### src/rtl/bcd_xs3_converter_seq.sv
// Sequential binary-to-BCD converter (shift-add-3) with start/busy/done handshake.
// Define EXCESS3_EN to emit excess-3 coded digits instead of plain 8421 BCD.
module bcd_xs3_converter_seq #(
  parameter int WIDTH  = 8,
  parameter int DIGITS = 3
) (
  input  logic                  clk,
  input  logic                  reset,
  input  logic                  start,
  input  logic [WIDTH-1:0]      bin_in,
  output logic                  busy,
  output logic                  done,
  output logic [4*DIGITS-1:0]   bcd_out
);

  localparam int BCD_W = 4 * DIGITS;
  localparam int CNT_W = $clog2(WIDTH + 1);

  typedef enum logic [1:0] {
    IDLE  = 2'd0,
    SHIFT = 2'd1,
    DONE  = 2'd2
  } state_t;

  state_t           state;
  state_t           state_next;
  logic [WIDTH-1:0] shift_reg;
  logic [BCD_W-1:0] scratch;
  logic [CNT_W-1:0] count;
  logic [BCD_W-1:0] scratch_adj;
  logic [BCD_W-1:0] scratch_next;
  logic [WIDTH-1:0] shift_next;

  // Digits of 5 or more get +3 so the following doubling carries into the next decade.
  function automatic logic [BCD_W-1:0] add3_digits(input logic [BCD_W-1:0] v);
    logic [BCD_W-1:0] r;
    r = v;
    for (int k = 0; k < DIGITS; k++) begin
      if (v[4*k +: 4] >= 4'd5) r[4*k +: 4] = v[4*k +: 4] + 4'd3;
    end
    return r;
  endfunction

  function automatic logic [BCD_W-1:0] encode(input logic [BCD_W-1:0] v);
    logic [BCD_W-1:0] r;
`ifdef EXCESS3_EN
    for (int k = 0; k < DIGITS; k++) begin
      r[4*k +: 4] = v[4*k +: 4] + 4'd3;
    end
`else
    r = v;
`endif
    return r;
  endfunction

  always_ff @(posedge clk or posedge reset) begin
    if (reset) state <= IDLE;
    else       state <= state_next;
  end

  always_comb begin
    state_next = state;
    case (state)
      IDLE:    if (start) state_next = SHIFT;
      SHIFT:   if (count == CNT_W'(1)) state_next = DONE;
      DONE:    state_next = IDLE;
      default: state_next = IDLE;
    endcase
  end

  always_comb begin
    scratch_adj                = add3_digits(scratch);
    {scratch_next, shift_next} = {scratch_adj, shift_reg} << 1;
  end

  // Datapath and registered handshake outputs; done lands one cycle after the DONE state.
  always_ff @(posedge clk or posedge reset) begin
    if (reset) begin
      shift_reg <= '0;
      scratch   <= '0;
      count     <= '0;
      bcd_out   <= '0;
      busy      <= 1'b0;
      done      <= 1'b0;
    end else begin
      case (state)
        IDLE: begin
          if (start) begin
            shift_reg <= bin_in;
            scratch   <= '0;
            count     <= CNT_W'(WIDTH);
          end
        end
        SHIFT: begin
          scratch   <= scratch_next;
          shift_reg <= shift_next;
          count     <= count - CNT_W'(1);
        end
        DONE:    bcd_out <= encode(scratch);
        default: ;
      endcase
      busy <= (state_next == SHIFT);
      done <= (state == DONE);
    end
  end

endmodule

### config.mk
export PLATFORM = sky130hd
export DESIGN_NAME = bcd_xs3_converter_seq
export DESIGN_NICKNAME = d
export VERILOG_FILES = /design/src/rtl/bcd_xs3_converter_seq.sv
export SDC_FILE = /design/constraint.sdc
export NUM_CORES = 1
export LEC_CHECK = 0
export CAP_MARGIN = 10
export CORE_MARGIN = 4
export CORE_UTILIZATION = 42
export CTS_BUF_LIST = sky130_fd_sc_hd__clkbuf_8
export DETAILED_ROUTE_END_ITERATION = 8
export GPL_TIMING_DRIVEN = 0
export SLEW_MARGIN = 30
export SYNTH_ARGS = -nofsm -noshare
export SYNTH_HDL_FRONTEND = slang
export SYNTH_SLANG_ARGS = --single-unit
### constraint.sdc
create_clock -name clk -period 2 [get_ports clk]
set_input_delay 0.3 -clock clk [delete_from_list [all_inputs] [get_ports clk]]
set_output_delay 0.3 -clock clk [all_outputs]
set_load 0.02 [all_outputs]
==> reports/results.tsv <==
stage	metric	value	unit
sta	Fmax achieved	633	MHz
logic_synthesis	top-count cell post-synth	dfrtp_1	
clock_network	Reg clk slew, reported paths	0.08	ns
final_layout	share of layout cells above drive strength 1	0.180	
worst_hold_path	Hold WC Path Type	in2async	
logic_synthesis	synth warn	0	
sta	Final Max Slew Viols	0	
pwr	pwr dens	1590	nW/µm²
pwr	Lkg Pwr	1.07	nW
routing	router iterations before antenna repair	4	
floorplanning	core area	4410	µm²
logic_synthesis	Synth area leaders	dfrtp_1 52%, mux2_4 7.0%, ha_1 5.2%	
floorplanning	Die X	76.0	µm
grt	global route overflow	0	
sta	Final Skew	0.00217	ns
routing	Detailed Route Iter0 Violations	60	
clock_network	# Post-CTS Setup Buffers	0	
routing	DRC violation count after routing	0	
clock_network	worst skew pair latency	0.29	ns
final_layout	ANT cells	0	
job	Max Cap Viol	0	
routing	Final ANT Viol Nets	0	
clock_network	htree depth	2	
critical_path	critical path class	reg2reg	
floorplanning	# IOs	25	
sta	Max transition margin	0.803	
floorplanning	die area	5780	µm²
sta	actual slew at the worst max-slew pin	0.295	ns
clock_network	maximum buffer depth of the clock tree	2	
logic_synthesis	area leader, netlist	dfrtp_1	
clock_network	CTS root buf	clkbuf_8	
outcome	outcome	completed	
logic_synthesis	Post-synth EDFFs	0	
floorplanning	initial core utilization	0.440	
logic_synthesis	mapped cell area	1940	µm²
logic_synthesis	Syn Nets	186	
routing	drt via density	5.14	
critical_path	WP data required	2.22	ns
sta	fin crit share	0.790	
floorplanning	Die Y	76.0	µm
routing	final wirelength	3.51	mm
grt	first-pass GRT wire length	6.28	mm
routing	Via Count	1295	
sta	unrepaired setup endpoints after global routing	false	
floorplanning	Rows	24	
clock_network	Post-CTS Hold Fix Bufs	0	
logic_synthesis	synthesized flop and latch total	40	
critical_path	Worst Setup Start Kind	flop	
logic_synthesis	most frequent cells after synthesis	40 x dfrtp_1, 21 x nand2_1, 16 x o21ai_0	
pwr	maximum vdd drop	651	µV
sta	final setup fails	0	
routing	post-DR wirelength/cell	13.9	µm
clock_network	CTS tree	yes	
clock_network	Sink Count	40	
final_layout	area grow syn2layout	22.3	%
grt	gr usage total	0.134	
grt	number of antenna violations at the first check in global routing	0	
clock_network	CTS buffer count	5	
sta	Final Hold Fails	0	
clock_network	Post-CTS Resized	0	
logic_synthesis	Main synth FF type	dfrtp_1	
logic_synthesis	synthesized instance count	167	
final_layout	final instance area	2370	µm²
grt	vias in the first global route	1324	
critical_path	Worst setup EP type	flop	
sta	worst hold slack	0.266	ns
final_layout	fill count	380	
placement	half-perimeter wire length after placement	2.55	mm
sta	Final min period	1.58	ns
logic_synthesis	Yosys top cell area share	0.515	
placement	placed cell area	2270	µm²
placement	RD Place Congestion	0.804	
logic_synthesis	count of cell types in the netlist	32	
logic_synthesis	Syn Area/Cell	11.6	µm²
critical_path	largest fanout on the critical path	4	
logic_synthesis	post-synthesis sequential area ratio	0.515	
critical_path	CP arrival	1.80	ns
final_layout	fin nets	218	
grt	largest net degree at the start of global routing	29	
placement	IO buf count	24	
logic_synthesis	asr flop ratio synth	1.00	
==> layout by cell type, fill, tap and decap left out, types with 2 or more instances in the layout <==
master | netlist | layout
buf_6 | 4 | 4
mux2_1 | 3 | 3
a21oi_2 | 3 | 3
clkbuf_8 | 0 | 5
buf_2 | 3 | 3
dfrtp_1 | 40 | 40
nor2_1 | 2 | 2
nand3_1 | 2 | 2
inv_1 | 10 | 10
nor3_1 | 4 | 4
nand2_1 | 21 | 21
xnor2_1 | 3 | 3
o21ai_1 | 9 | 9
o21ai_0 | 16 | 16
mux2_2 | 3 | 3
nand2b_1 | 3 | 3
a31oi_1 | 2 | 2
a22oi_1 | 8 | 8
buf_12 | 1 | 2
clkdlybuf4s50_1 | 0 | 24
ha_1 | 8 | 8
mux2_4 | 9 | 9
a32o_1 | 2 | 2
==> metal layers <==
metal	track usage	routed length (µm)	up-vias
met1	0.173	1600	623
met3	0.0343	128	9
met2	0.204	1690	26
met4	0.0712	91	0
li1	-	-	637
met5	0	0	-
==> where the power goes <==
| group | switching, mW | internal, mW | total [mW] |
|---|---|---|---|
| logic | 0.865 | 0.849 | 1.71 |
| clock network | 0.283 | 0.365 | 0.648 |
| registers | 0.263 | 1.15 | 1.41 |
| total | 1.41 | 2.37 | 3.78 |
==> path summary, 6_finish.rpt <==
check	from	to	slack, ns	cells past startpoint
worst max-delay path	scratch[5]	scratch[6]	0.42	6
worst min-delay path	reset	bcd_out[9]	0.27	2
worst max register to register	scratch[5]	scratch[6]	0.42	6
worst min register to register	shift_reg[2]	shift_reg[2]	0.49	2
max in group asynchronous	reset	bcd_out[1]	1.30	3
min in group clk	shift_reg[2]	shift_reg[2]	0.49	2
==> cell families after synthesis <==
kind of cell,after synthesis,share of synthesized area
fa+ha+maj,8,0.0515
compound gates,44,0.145
buf+inv,19,0.0664
simple gates,36,0.0941
xor+xnor,4,0.0180
flops,40,0.515
mux,16,0.110
==> cell type report <==
class | instances | area, µm² | share of cell area
Multi-Input combinational cell | 108 | 812 | 0.342
Timing Repair Buffer | 25 | 260 | 0.110
Clock inverter | 3 | 38.8 | 0.0163
Tap cell | 52 | 65.1 | 0.0274
Buffer | 8 | 80.1 | 0.0337
Inverter | 11 | 48.8 | 0.0205
Sequential cell | 40 | 1000 | 0.421
Clock buffer | 5 | 68.8 | 0.0290
==> stage by stage <==
stage	std cells	setup slack (ns)	utilization	power, mW	setup TNS, ns
floorplan	167	0.581	-	2.63	0
global placement	243	-0.0806	0.509	3.10	-3.16
detailed placement	244	0.442	0.514	3.17	0
CTS	252	0.398	0.538	3.84	0
global route	252	0.289	0.538	4.11	0
finish	252	0.419	0.538	3.78	0
==> worst max-delay path: stages (launching register included) <==
cell and delay [ns]:
dfrtp_1 0.42, inv_1 0.12, ha_1 0.21, nand2b_1 0.11, a21oi_2 0.20, mux2_1 0.34, o21ai_1 0.12
(Power assumes the default switching activity.)
